[src/rtl/hash_byte_feeder_pkg.sv]
// Shared types for the hash byte feeder: FSM state encoding, byte/digest
// typedefs and default sizing.
package hash_feeder_pkg;
  localparam int DEF_DEPTH   = 64;
  localparam int DEF_TIMEOUT = 4096;

  typedef logic [7:0]  byte_t;
  typedef logic [31:0] digest_t;

  typedef enum logic [2:0] {
    IDLE, START, REQ, REL, EOFW, EOF, WAITH, DONE
  } feeder_state_t;
endpackage

[src/rtl/hash_byte_feeder_if.sv]
// Host and core bus of the hash byte feeder.
//   host: host_wr_en/host_wr_data (FIFO load), host_full, host_send, host_busy,
//         host_digest/host_digest_valid/host_digest_ack, host_timeout
//   core: start, Byte, End_of_File, F_dr (source side), F_rtr, R_h, H_ready
// master = feeder, slave = host + core as seen from outside.
interface hash_byte_feeder_if;
  import hash_feeder_pkg::*;

  logic        host_wr_en;
  byte_t       host_wr_data;
  logic        host_full;
  logic        host_send;
  logic        host_busy;
  digest_t     host_digest;
  logic        host_digest_valid;
  logic        host_digest_ack;
  logic        host_timeout;
  logic        start;
  byte_t       Byte;
  logic        End_of_File;
  logic        F_dr;
  logic        F_rtr;
  logic [0:31] R_h;
  logic        H_ready;

  modport master (
    input  host_wr_en, host_wr_data, host_send, host_digest_ack, F_rtr, R_h, H_ready,
    output host_full, host_busy, host_digest, host_digest_valid, host_timeout,
           start, Byte, End_of_File, F_dr
  );

  modport slave (
    output host_wr_en, host_wr_data, host_send, host_digest_ack, F_rtr, R_h, H_ready,
    input  host_full, host_busy, host_digest, host_digest_valid, host_timeout,
           start, Byte, End_of_File, F_dr
  );
endinterface

[src/rtl/hash_byte_feeder_byte_fifo.sv]
// byte_fifo: synchronous circular byte buffer.
//   push/wdata : write (ignored when full)
//   pop        : advance head (ignored when empty)
//   flush      : empty the buffer, wins over push/pop
//   rdata      : current head byte (combinational)
//   count/full/empty : occupancy
// DEPTH is a power of 2, so the AW-bit pointers wrap on their own.
module byte_fifo
  import hash_feeder_pkg::*;
#(
  parameter int DEPTH = DEF_DEPTH,
  parameter int AW    = $clog2(DEPTH)
) (
  input  logic        clk,
  input  logic        rst_n,
  input  logic        push,
  input  byte_t       wdata,
  input  logic        pop,
  input  logic        flush,
  output byte_t       rdata,
  output logic [AW:0] count,
  output logic        full,
  output logic        empty
);
  byte_t         mem [DEPTH];
  logic [AW-1:0] wr_ptr, rd_ptr;
  logic          do_push, do_pop;

  assign full    = (count == (AW+1)'(DEPTH));
  assign empty   = (count == '0);
  assign do_push = push && !full;
  assign do_pop  = pop && !empty;
  assign rdata   = mem[rd_ptr];

  always_ff @(posedge clk) begin
    if (do_push && !flush) mem[wr_ptr] <= wdata;
  end

  always_ff @(posedge clk or negedge rst_n) begin
    if (!rst_n) begin
      wr_ptr <= '0;
      rd_ptr <= '0;
      count  <= '0;
    end else if (flush) begin
      wr_ptr <= '0;
      rd_ptr <= '0;
      count  <= '0;
    end else begin
      if (do_push) wr_ptr <= wr_ptr + 1'b1;
      if (do_pop)  rd_ptr <= rd_ptr + 1'b1;
      count <= count + (AW+1)'(do_push) - (AW+1)'(do_pop);
    end
  end
endmodule

[src/rtl/hash_byte_feeder.sv]
// hash_byte_feeder: source side of the full_hash byte-stream protocol.
// The host fills the byte FIFO while idle and pulses host_send; the feeder
// issues start, streams each byte with the F_dr/F_rtr four-phase handshake,
// signals End_of_File, then captures R_h on H_ready and holds it until
// host_digest_ack. Any core-wait state lasting TIMEOUT cycles aborts the
// message, flushes the FIFO and raises the sticky host_timeout.
//   clk, rst_n : clock, async active-low reset
//   bus        : host + core signals (hash_byte_feeder_if.master)
module hash_byte_feeder
  import hash_feeder_pkg::*;
#(
  parameter int DEPTH   = DEF_DEPTH,
  parameter int AW      = $clog2(DEPTH),
  parameter int TIMEOUT = DEF_TIMEOUT
) (
  input  logic                 clk,
  input  logic                 rst_n,
  hash_byte_feeder_if.master   bus
);
  localparam int TW = $clog2(TIMEOUT + 1);

  feeder_state_t state_q, state_d;
  logic [AW:0]   rem_q, fifo_cnt;
  logic [TW-1:0] tcnt_q;
  byte_t         byte_q, head;
  digest_t       digest_q;
  logic          valid_q, tmo_q;
  logic          push, pop, tmo, waiting, fifo_full, fifo_empty;

  // Loading is only allowed between messages; anything else is dropped.
  assign push    = (state_q == IDLE) && bus.host_wr_en && !fifo_full;
  assign waiting = (state_q inside {REQ, REL, EOFW, EOF, WAITH});

  byte_fifo #(.DEPTH(DEPTH), .AW(AW)) u_fifo (
    .clk   (clk),
    .rst_n (rst_n),
    .push  (push),
    .wdata (bus.host_wr_data),
    .pop   (pop),
    .flush (tmo),
    .rdata (head),
    .count (fifo_cnt),
    .full  (fifo_full),
    .empty (fifo_empty)
  );

  always_ff @(posedge clk or negedge rst_n) begin
    if (!rst_n) state_q <= IDLE;
    else        state_q <= state_d;
  end

  always_comb begin
    state_d = state_q;
    pop     = 1'b0;
    tmo     = 1'b0;
    case (state_q)
      IDLE:  if (bus.host_send) state_d = START;
      START: state_d = (rem_q != '0 && !fifo_empty) ? REQ : EOFW;
      // Pop on the REQ->REL edge so the head already points at the next
      // byte when REL hands back to REQ.
      REQ:   if (bus.F_rtr) begin
               state_d = REL;
               pop     = 1'b1;
             end
      REL:   if (!bus.F_rtr) state_d = (rem_q != '0) ? REQ : EOFW;
      EOFW:  if (bus.F_rtr) state_d = EOF;
      EOF:   if (!bus.F_rtr) state_d = WAITH;
      WAITH: if (bus.H_ready) state_d = DONE;
      DONE:  if (bus.host_digest_ack) state_d = IDLE;
      default: state_d = IDLE;
    endcase
    // A pending transition wins; abort only when stuck for the full budget.
    if (waiting && state_d == state_q && tcnt_q == TW'(TIMEOUT - 1)) begin
      state_d = IDLE;
      pop     = 1'b0;
      tmo     = 1'b1;
    end
  end

  always_ff @(posedge clk or negedge rst_n) begin
    if (!rst_n) begin
      rem_q    <= '0;
      tcnt_q   <= '0;
      byte_q   <= '0;
      digest_q <= '0;
      valid_q  <= 1'b0;
      tmo_q    <= 1'b0;
    end else begin
      if (state_d != state_q) tcnt_q <= '0;
      else if (waiting)       tcnt_q <= tcnt_q + 1'b1;

      // Snapshot includes a byte written in the same cycle as host_send.
      if (state_q == IDLE && bus.host_send) begin
        rem_q <= fifo_cnt + (AW+1)'(push);
        tmo_q <= 1'b0;
      end
      if (pop) rem_q <= rem_q - 1'b1;

      if (state_d == REQ && state_q != REQ) byte_q <= head;

      if (tmo) begin
        tmo_q  <= 1'b1;
        byte_q <= '0;
      end

      // R_h is [0:31]; a direct assignment puts R_h[0] on digest bit 31.
      if (state_q == WAITH && bus.H_ready) begin
        digest_q <= bus.R_h;
        valid_q  <= 1'b1;
      end
      if (state_q == DONE && bus.host_digest_ack) valid_q <= 1'b0;
    end
  end

  assign bus.host_full         = fifo_full;
  assign bus.host_busy         = (state_q != IDLE);
  assign bus.host_digest       = digest_q;
  assign bus.host_digest_valid = valid_q;
  assign bus.host_timeout      = tmo_q;
  assign bus.start             = (state_q == START);
  assign bus.F_dr              = (state_q == REQ);
  assign bus.End_of_File       = (state_q == EOF);
  assign bus.Byte              = byte_q;
endmodule

[src/flat_wrapper.sv]
// flat-port wrapper written by rule: the top's interface ports become plain ports
module hash_byte_feeder_flat import hash_feeder_pkg::*;
#(
  parameter int DEPTH   = DEF_DEPTH,
  parameter int AW      = $clog2(DEPTH),
  parameter int TIMEOUT = DEF_TIMEOUT
)
  (clk, rst_n, bus_host_wr_en, bus_host_wr_data, bus_host_send, bus_host_digest_ack, bus_F_rtr, bus_R_h, bus_H_ready, bus_host_full, bus_host_busy, bus_host_digest, bus_host_digest_valid, bus_host_timeout, bus_start, bus_Byte, bus_End_of_File, bus_F_dr);
  hash_byte_feeder_if bus_i ();
  input  logic clk;
  input  logic rst_n;
  input wire logic [$bits(bus_i.host_wr_en)-1:0] bus_host_wr_en;
  input wire logic [$bits(bus_i.host_wr_data)-1:0] bus_host_wr_data;
  input wire logic [$bits(bus_i.host_send)-1:0] bus_host_send;
  input wire logic [$bits(bus_i.host_digest_ack)-1:0] bus_host_digest_ack;
  input wire logic [$bits(bus_i.F_rtr)-1:0] bus_F_rtr;
  input wire logic [$bits(bus_i.R_h)-1:0] bus_R_h;
  input wire logic [$bits(bus_i.H_ready)-1:0] bus_H_ready;
  output wire logic [$bits(bus_i.host_full)-1:0] bus_host_full;
  output wire logic [$bits(bus_i.host_busy)-1:0] bus_host_busy;
  output wire logic [$bits(bus_i.host_digest)-1:0] bus_host_digest;
  output wire logic [$bits(bus_i.host_digest_valid)-1:0] bus_host_digest_valid;
  output wire logic [$bits(bus_i.host_timeout)-1:0] bus_host_timeout;
  output wire logic [$bits(bus_i.start)-1:0] bus_start;
  output wire logic [$bits(bus_i.Byte)-1:0] bus_Byte;
  output wire logic [$bits(bus_i.End_of_File)-1:0] bus_End_of_File;
  output wire logic [$bits(bus_i.F_dr)-1:0] bus_F_dr;
  assign bus_i.host_wr_en = bus_host_wr_en;
  assign bus_i.host_wr_data = bus_host_wr_data;
  assign bus_i.host_send = bus_host_send;
  assign bus_i.host_digest_ack = bus_host_digest_ack;
  assign bus_i.F_rtr = bus_F_rtr;
  assign bus_i.R_h = bus_R_h;
  assign bus_i.H_ready = bus_H_ready;
  assign bus_host_full = bus_i.host_full;
  assign bus_host_busy = bus_i.host_busy;
  assign bus_host_digest = bus_i.host_digest;
  assign bus_host_digest_valid = bus_i.host_digest_valid;
  assign bus_host_timeout = bus_i.host_timeout;
  assign bus_start = bus_i.start;
  assign bus_Byte = bus_i.Byte;
  assign bus_End_of_File = bus_i.End_of_File;
  assign bus_F_dr = bus_i.F_dr;
  hash_byte_feeder #(.DEPTH(DEPTH), .AW(AW), .TIMEOUT(TIMEOUT)) u_core (.clk(clk), .rst_n(rst_n), .bus(bus_i));
endmodule
[config.mk]
export PLATFORM = sky130hd
export DESIGN_NAME = hash_byte_feeder_flat
export DESIGN_NICKNAME = d
export VERILOG_FILES = /design/src/rtl/hash_byte_feeder_pkg.sv /design/src/rtl/hash_byte_feeder_if.sv /design/src/rtl/hash_byte_feeder_byte_fifo.sv /design/src/rtl/hash_byte_feeder.sv /design/src/flat_wrapper.sv
export SDC_FILE = /design/constraint.sdc
export NUM_CORES = 1
export LEC_CHECK = 0
export ABC_AREA = 1
export CAP_MARGIN = 20
export CORE_ASPECT_RATIO = 0.5
export CORE_MARGIN = 1
export CORE_UTILIZATION = 35
export DETAILED_ROUTE_END_ITERATION = 6
export GPL_ROUTABILITY_DRIVEN = 0
export MAX_ROUTING_LAYER = met4
export PLACE_DENSITY = 0.61
export SLEW_MARGIN = 40
export SYNTH_ARGS = -nofsm -noshare
export SYNTH_HDL_FRONTEND = slang
export SYNTH_SLANG_ARGS = --single-unit
[constraint.sdc]
create_clock -name clk -period 3.6 [get_ports clk]
set_input_delay 0.9 -clock clk [delete_from_list [all_inputs] [get_ports clk]]
set_output_delay 0.9 -clock clk [all_outputs]
set_load 0.01 [all_outputs]
# Word-level counts from Yosys, hierarchy flattened
# Memories as Yosys holds them, arrays and structs flattened.
# Index checks and enable logic that the tools add are counted.
# classes
add_sub_neg	7
mul	0
div	0
n_lt_le_gt_ge	0
n_eq_ne	13
shifts	0
n_mux	32
bitwise	0
reduce_logical	27
# ops
operator	count
$mux W3	10
$mux W13	2
$mux W6	4
$pmux W3 S8	1
$mux W7	3
$mux W8	2
$add A7 B1 Y7	2
$reduce_bool A2 Y1	7
$add A13 B1 Y13 const B	1
$eq A13 B12 Y1 const B	1
$add A6 B1 Y6 const B	2
$eq A3 B3 Y1 const B	4
$logic_and A1 B1 Y1	12
$mux W1	10
$eq A3 B2 Y1 const B	3
$eq A7 B7 Y1 const B	1
$logic_not A7 Y1	1
$reduce_bool A7 Y1	1
$sub A7 B1 Y7	1
$sub A7 B1 Y7 const B	1
$reduce_bool A5 Y1	1
$eq A3 B1 Y1 const B	1
$eq A3 B3 Y1	1
$logic_not A1 Y1	3
other kinds (4)	4
# totals
ff_bits	84
latchBits	0
ram_bits	512
mem_bits_ro	0
input_bits	47
out_inout_bits	47
wordCells	90
memories	1
# mem_list
name	words	word_bits	rd	rd_ports_with_merged_regs	wr	line	rtl
u_core.u_fifo.mem	64	8	1	0	1	hash_byte_feeder_byte_fifo.sv:25	byte_t mem [DEPTH];

# Longest topological paths before layout
# Gate-level depths: netlist (run 1).
# logic_depth
ltp_word	13
depth_mapped	17
ltp_nobuf	16

# Modules after synthesis
# From an unflattened synthesis (run 1), not the netlist that was laid out.
# hier_totals
cells_unflattened	2516
hier_area_um2	26030.0
# modules_own_cells
mod	n_inst	cells_each	area_per_inst_um2	seq_area_each_um2
byte_fifo	1	2123	22689.3	15850.2
hash_byte_feeder	1	393	3340.7	1626.6

# Least setup slack after synthesis (run 1)
# Ideal clock, no wire load.
# synth_path
path_type	input to register
from	input bus_F_rtr
to	register u_core.u_fifo.count[6]
setup_ps	118
arrival_time_ps	2766
required_ps	3482
slack_ps	715
path_stages	14
path_buffers	0
path_cell_list	inv_1 nor2_2 nand2_1 inv_1 ha_1 inv_1 ha_1 inv_1 fa_1 o21ai_0 a21o_1 a21oi_1 xor2_1 nor2_1
# synth_between
elab_chain_len	9
elab_cells_between_ends	15
cone_classes	1 x add/sub; 1 x eq/ne; 10 x mux; 3 x reduce/logical
# synth_lines
element	line	rtl
start, declared	flat_wrapper.sv:16	input wire logic [$bits(bus_i.F_rtr)-1:0] bus_F_rtr;
$mux W3, on equally long branches	--	
$pmux W3 S8	hash_byte_feeder.sv:56	case (state_q)
$eq A3 B3 Y1	hash_byte_feeder.sv:73	if (waiting && state_d == state_q && tcnt_q == TW'(TIMEOUT - 1)) begin
$logic_and A1 B1 Y1 (2 in series)	hash_byte_feeder.sv:73	
$mux W1	hash_byte_feeder.sv:73	
$logic_and A1 B1 Y1	hash_byte_feeder_byte_fifo.sv:32	assign do_pop = pop && !empty;
$sub A7 B1 Y7	hash_byte_feeder_byte_fifo.sv:51	count <= count + (AW+1)'(do_push) - (AW+1)'(do_pop);
$mux W7 (*)	hash_byte_feeder_byte_fifo.sv:44	end else if (flush) begin
end signal, assigned	hash_byte_feeder_byte_fifo.sv:51	
end, declared	hash_byte_feeder_byte_fifo.sv:21	output logic [AW:0] count,
# Mark *: on every way between the ends. The rest lies on a longest branch, timed or not.
# A chain may end at the register's enable or synchronous reset.

# Worst setup path in the final report (run 1)
# layout_path
from	register u_core.state_q[0]
to	output bus_start
# layout_between
elab_chain_len	1
# layout_lines
element	line	rtl
start, declared	hash_byte_feeder.sv:22	feeder_state_t state_q, state_d;
start signal, assigned	hash_byte_feeder.sv:49	else state_q <= state_d;
$eq A3 B1 Y1	hash_byte_feeder.sv:120	assign bus.start = (state_q == START);
end, declared	flat_wrapper.sv:24	output wire logic [$bits(bus_i.start)-1:0] bus_start;
# No other way between the ends.

==> reports/qor.csv, run 1 <==
metric,value,unit
post-synthesis sequential area ratio,69.7,%
sw frac,36.8,%
Setup crit end,bus_start,
Slew Limit Fails,0,
cts hold-fix bufs,0,
nets,2383,
Avg WL per Cell,19.4,um
Worst EP required,2700,ps
TritonRoute pass-1 iters,5,
ANT nets after route,0,
Synth Cell Area,0.0251,mm2
Syn. warnings,0,
vias in the first global route,16300,
Rel. slew slack,43.8,%
fraction of layout cells with a size suffix above 1,11.7,%
Fillers,6552,
Clk pwr share,26.5,%
CP arrival,2200,ps
Layout Area Growth over Synthesis,17.0,%
Synth Flop Type,edfxtp_1,
Clock Skew,27.0,ps
Post-DP Area,0.0276,mm2
antenna violations before repair,0,
Worst setup EP type,primary output,
"most common cell after layout, fill and taps aside",nand2_1,
CTS root buf,clkbuf_16,
Gate power share,35.0,%
drt drc,0,
worst skew pair latency,620,ps
worst hold path class,input pin to asynchronous set/reset pin,
CTS tree,done,
met1 Use GR,24.6,%
GR peak layer,met2,
"Async S/R FF share, synth",14.1,%
Synth Net Count,2238,
outcome,finished clean,
origin of the critical flop-to-flop path,u_core.state_q[1],
Initial Util,35.9,%
H-tree lvl count,2,
Setup TNS,0,ps
Post-CTS Resized,0,
Final period util,86.2,%
Die W,381,um
grt ovf,0,
CTS Sinks,596,
global-route usage over all layers,18.1,%
Synth Register Bits,596,
cts bufs inserted,55,
leakage power,10.8,nW
syn avg cell area,11.6,um2
Clock Pin Slew Worst Setup and Hold Paths,60,ps
global-route wire length before repair,98200,um
die height,191,um
Power Density,739,mW/mm2
Switch Pwr,7.98,mW
postcts setup bufs,0,
worst reg2reg path depth,16,
most frequent cells in the layout,"nand2_1 (607), edfxtp_1 (512), nand3_1 (384)",
top cell type's share of synthesized area,61.3,%
First DRT Iteration DRCs,1721,
Final Hold Vio Count,0,
Post-synth EDFFs,512,
Longest Clk Path Bufs,3,
synth top area cells,"edfxtp_1 (61%), nand2_1 (9.1%), dfrtp_1 (8.4%), nand3_1 (7.7%), a21oi_1 (1.8%)",
total core area,0.0699,mm2
Final setup violation count,0,
CP Launch Type,register,
Max IR drop VDD,0.476,mV
WS Path Type,register to primary output,
top-level I/O count,94,
Post-Synthesis Cells,2171,
# Max-Cap Violations,0,
Worst R2R Setup Slack,690,ps
design area,0.0293,mm2
port bufs,93,
Slew @ Worst Pin,841,ps
top cell type by total area after synthesis,edfxtp_1,
diodes inserted,0,
detailed-route via count,16800,
Die ar.,0.0728,mm2
met3 usage,3.11,%
HPWL after DPL,39100,um
met2 Resource Use GR,27.7,%
maximum fanout along the worst path,8,
DR vias/cell,5.09,
P_int,13.7,mW
Netlist cell types,48,
beginning of the critical path,u_core.state_q[0],
sequential share of power,38.5,%
pin count of the biggest net entering global routing,135,
FP Rows,68,
Max Fclk,322,MHz
Critical R2R Capture,u_core.u_fifo.count[6],
min Tclk post-route,3100,ps
RSZ-0062 raised after global routing,false,
"wirelength, routed",64300,um
-- state kept, by name, summed over array words and instances, names as in the netlist --
signal / flops
u_core.bus.host_digest_valid: 1
u_core.u_fifo.rd_ptr: 6
u_core.u_fifo.count: 7
u_core.bus.Byte: 8
u_core.u_fifo.wr_ptr: 6
u_core.bus.host_timeout: 1
u_core.tcnt_q: 13
u_core.u_fifo.mem: 512
u_core.bus.host_digest: 32
u_core.rem_q: 7
u_core.state_q: 3
-- synth_stat cells, types with 2 or more instances --
cell type    n
a21oi_1     89
a22o_1       6
a31oi_1      2
buf_1       10
buf_2       60
buf_4        5
buf_6        3
clkbuf_1    36
clkinv_1     4
dfrtp_1     84
edfxtp_1   512
ha_1        19
inv_1       50
inv_2        9
inv_6        3
mux2_2      32
nand2_1    607
nand2_2      5
nand3_1    384
nand3_2      3
nand3_4      3
nand4_1     12
nor2_1     110
nor2_2      17
nor2_4       2
nor3_1      26
nor3b_1      2
o211ai_1     2
o21ai_0     21
o21ai_1      5
o22ai_1      3
o31ai_1      8
xnor2_1      5
xor2_1      18
-- worst min-delay path by stage --
stage                             from                 endpoint  slack, ps  cells after the start
5_1_grt                          rst_n       u_core.bus.Byte[5]        220                      1
6_report                         rst_n       u_core.bus.Byte[5]        220                      1
4_1_cts                          rst_n       u_core.bus.Byte[3]        200                      1
3_3_place_gp   u_core.bus.host_timeout  u_core.bus.host_timeout        480                      2
2_1_floorplan          u_core.rem_q[2]          u_core.rem_q[2]        470                      2
3_5_place_dp   u_core.bus.host_timeout  u_core.bus.host_timeout        490                      2
-- worst max-delay path: stages (launching register included) --
cell             delay (ps)
dfrtp_1                 630
inv_6                   100
nor3_2                  230
clkdlybuf4s50_1         630
-- power by group through the flow --
stage	Clock, mW	Combinational, mW	Sequential (mW)
after floorplan	0	4.89	8.46
after global placement	0	7.53	8.47
after detailed placement	0	7.59	8.48
after CTS	5.84	7.63	8.34
after global routing	6.11	8.34	8.39
final	5.75	7.60	8.34
-- cell families after synthesis --
logic type / Yosys count / synth area share, %
AND/OR/NAND/NOR: 1178 / 20.6
flip-flops: 596 / 69.7
multiplexers: 33 / 1.48
buffers and inverters: 181 / 3.30
XOR/XNOR: 23 / 0.803
adder cells (fa/ha/maj): 20 / 1.03
AO/OA/AOI/OAI: 140 / 3.06
-- metrics by stage --
stage / worst slack [ps] / hold slack [ps] / power, mW / cells / utilization (%)
after global placement: 66.1 / 485 / 16.0 / 3204 / 39.4
after global routing: 374 / 215 / 22.8 / 3305 / 41.9
after CTS: 468 / 197 / 21.8 / 3305 / 41.9
after detailed placement: 107 / 492 / 16.1 / 3204 / 39.4
final: 498 / 220 / 21.7 / 3305 / 41.9
after floorplan: 715 / 475 / 13.3 / 2171 / -
-- area by class of cell --
cell class | instances | area [um2] | share of cell area [%]
Sequential cell | 596 | 17500 | 59.6
Multi-Input combinational cell | 1394 | 6770 | 23.1
Timing Repair Buffer | 203 | 1880 | 6.42
Clock buffer | 68 | 1450 | 4.93
Tap cell | 945 | 1180 | 4.03
Clock inverter | 33 | 298 | 1.02
Inverter | 66 | 270 | 0.921
-- metal layers --
layer / part of all wire [%] / vias to the layer above
met2: 46 / 548
li1: - / 7894
met3: 6.8 / 107
met5: 0 / -
met4: 2.7 / 0
met1: 45 / 8266
(Power assumes the default switching activity.)
==> run 2, diff against run 1 <==
--- a/config.mk
+++ b/config.mk
@@ -13,7 +13,7 @@
 export DETAILED_ROUTE_END_ITERATION = 6
 export GPL_ROUTABILITY_DRIVEN = 0
 export MAX_ROUTING_LAYER = met4
-export PLACE_DENSITY = 0.61
+export PLACE_DENSITY = 0.62
 export SLEW_MARGIN = 40
 export SYNTH_ARGS = -nofsm -noshare
 export SYNTH_HDL_FRONTEND = slang
==> constraint.sdc (replaced) <==
create_clock -name clk -period 2.73 [get_ports clk]
set_input_delay 0.6825 -clock clk [delete_from_list [all_inputs] [get_ports clk]]
set_output_delay 0.6825 -clock clk [all_outputs]
set_load 0.01 [all_outputs]
==> run 2 against run 1 <==
Compared with the run above: register-to-register slack got worse by 440 ps; highest routed layer unchanged; count of clock-buffer cells in the layout rose by 8; via count up 0.38%; critical path type unchanged; combinational power up 38%; non-clock buffer count increased by 57; hold slack worse by 150 ps; cell area increased by 2.1%; flip-flop and latch count unchanged.
==> reports/qor.csv, run 2 (synthesis gave the netlist of run 1 again) <==
metric,value,unit,change
outcome,finished clean,,unchanged
ANT nets after route,0,,unchanged
total core area,0.0699,mm2,unchanged
Slew Limit Fails,0,,unchanged
Layout Area Growth over Synthesis,19.4,%,was 17.0%
Worst setup EP type,primary output,,unchanged
Initial Util,35.9,%,unchanged
cts bufs inserted,56,,was 55
Die W,381,um,unchanged
HPWL after DPL,38700,um,was 39100 um
# Max-Cap Violations,0,,unchanged
Max IR drop VDD,0.737,mV,was 0.476 mV
WS Path Type,register to primary output,,unchanged
pin count of the biggest net entering global routing,123,,was 135
design area,0.0299,mm2,was 0.0293 mm2
"most common cell after layout, fill and taps aside",nand2_1,,unchanged
detailed-route via count,16900,,was 16800
global-route wire length before repair,96900,um,was 98200 um
worst hold path class,input pin to asynchronous set/reset pin,,unchanged
most frequent cells in the layout,"nand2_1 (607), edfxtp_1 (512), nand3_1 (384)",,unchanged
Longest Clk Path Bufs,3,,unchanged
CP Launch Type,register,,unchanged
Rel. slew slack,54.5,%,was 43.8%
Final Hold Vio Count,0,,unchanged
global-route usage over all layers,17.7,%,was 18.1%
Post-DP Area,0.0281,mm2,was 0.0276 mm2
fraction of layout cells with a size suffix above 1,14.2,%,was 11.7%
Power Density,984,mW/mm2,was 739 mW/mm2
FP Rows,68,,unchanged
port bufs,93,,unchanged
CP arrival,1950,ps,was 2200 ps
Max Fclk,379,MHz,
CTS root buf,clkbuf_16,,unchanged
CTS tree,done,,unchanged
Worst EP required,2050,ps,was 2700 ps
RSZ-0062 raised after global routing,false,,unchanged
fin util,42.8,%,was 41.9%
beginning of the critical path,u_core.state_q[0],,unchanged
"wirelength, routed",63200,um,was 64300 um
Fillers,6482,,was 6552
max reg flops,512,,unchanged
nets,2441,,was 2383
worst skew pair latency,630,ps,was 620 ps
antenna violations before repair,0,,unchanged
Avg WL per Cell,18.8,um,was 19.4 um
maximum fanout along the worst path,7,,was 8
Final period util,96.6,%,
TritonRoute pass-1 iters,5,,unchanged
die height,191,um,unchanged
Final setup violation count,0,,unchanged
diodes inserted,0,,unchanged
First DRT Iteration DRCs,1567,,was 1721
vias in the first global route,16300,,about the same
Biggest register,u_core.u_fifo.mem,,unchanged
grt ovf,0,,unchanged
H-tree lvl count,2,,unchanged
Clock Skew,42.0,ps,was 27.0 ps
Slew @ Worst Pin,682,ps,was 841 ps
leakage power,11.2,nW,was 10.8 nW
drt drc,0,,unchanged
Die ar.,0.0728,mm2,unchanged
min Tclk post-route,2640,ps,
origin of the critical flop-to-flop path,u_core.u_fifo.rd_ptr[0],,was u_core.state_q[1]
top-level I/O count,94,,unchanged
DR vias/cell,5.02,,was 5.09
Clock Pin Slew Worst Setup and Hold Paths,60,ps,about the same
CTS Sinks,596,,unchanged
run 2: cell count changes in the layout (fill, tap and decap cells not counted), sizes merged:
cell | before | now
buf | 119 | 176
clkinv | 26 | 24
bufinv | 5 | 6
clkdlybuf4s50 | 84 | 81
inv | 64 | 63
dlygate4sd2 | 0 | 3
clkinvlp | 4 | 1
clkbuf | 68 | 76
run 2: per-stage QoR:
stage	hold slack (ps)	instances	setup TNS, ps	worst slack, ps	total power [mW]
6_report	68.3	3365	0	93.0	29.5
5_1_grt	107	3365	0	3.11	31.0
4_1_cts	72.9	3364	0	48.3	29.6
3_5_place_dp	492	3260	-3090	-451	21.6
3_3_place_gp	487	3260	-2780	-505	21.5
2_1_floorplan	387	2171	0	45.9	17.6
run 2: power breakdown:
part	total (mW)	leakage (nW)	switching [mW]	internal, mW
Combinational	10.5	4.66	6.82	3.72
Clock	7.98	0.910	3.44	4.55
Sequential	10.9	5.63	0.399	10.5
Total	29.5	11.2	10.7	18.8
run 2: timing repair:
action | 4_1_cts | 5_1_grt
endpoints found under the hold margin | 0 | 0
gates resized for setup | 4 | 4
pin swaps | 0 | 3
hold buffers | 0 | 0
endpoints found under the setup margin | 4 | 2
setup buffers | 0 | 1
run 2: cell type report:
cell class	instances	area [um2]	area share [%]
Multi-Input combinational cell	1394	6780	22.6
Clock inverter	28	320	1.07
Clock buffer	76	1550	5.17
Sequential cell	596	17500	58.4
Tap cell	945	1180	3.95
Timing Repair Buffer	260	2350	7.85
Inverter	66	273	0.911
run 2: worst paths after layout:
check / slack, ps / endpoint / depth (start not counted)
worst max-delay path: 90 / bus_End_of_File / 4
worst min register to register: 510 / u_core.bus.host_digest[12] / 1
min in group clk: 510 / u_core.bus.host_digest[12] / 1
worst max register to register: 250 / u_core.bus.Byte[7] / 10
max in group asynchronous: 1930 / u_core.bus.host_digest[10] / 2
worst min-delay path: 70 / u_core.bus.Byte[5] / 1
run 2: worst max-delay path: stages, from the launching register on:
cell	delay (ps)
dfrtp_2	480
inv_6	40
buf_4	170
nor2_1	100
clkdlybuf4s50_1	550
run 2: metal layers:
layer,track usage [%],wire length (um),up-vias
met2,27.7,29200,568
met4,5.57,1660,0
met3,2.36,4140,108
met1,24.1,28200,8186
met5,-,0,-
li1,-,-,8017
==> run 3, diff against run 2 <==
--- a/config.mk
+++ b/config.mk
@@ -8,7 +8,6 @@
 export ABC_AREA = 1
 export CAP_MARGIN = 20
 export CORE_ASPECT_RATIO = 0.5
-export CORE_MARGIN = 1
 export CORE_UTILIZATION = 35
 export DETAILED_ROUTE_END_ITERATION = 6
 export GPL_ROUTABILITY_DRIVEN = 0
==> results of run 3 <==
No change in the layout: final DEF, timing and power equal those of run 2.
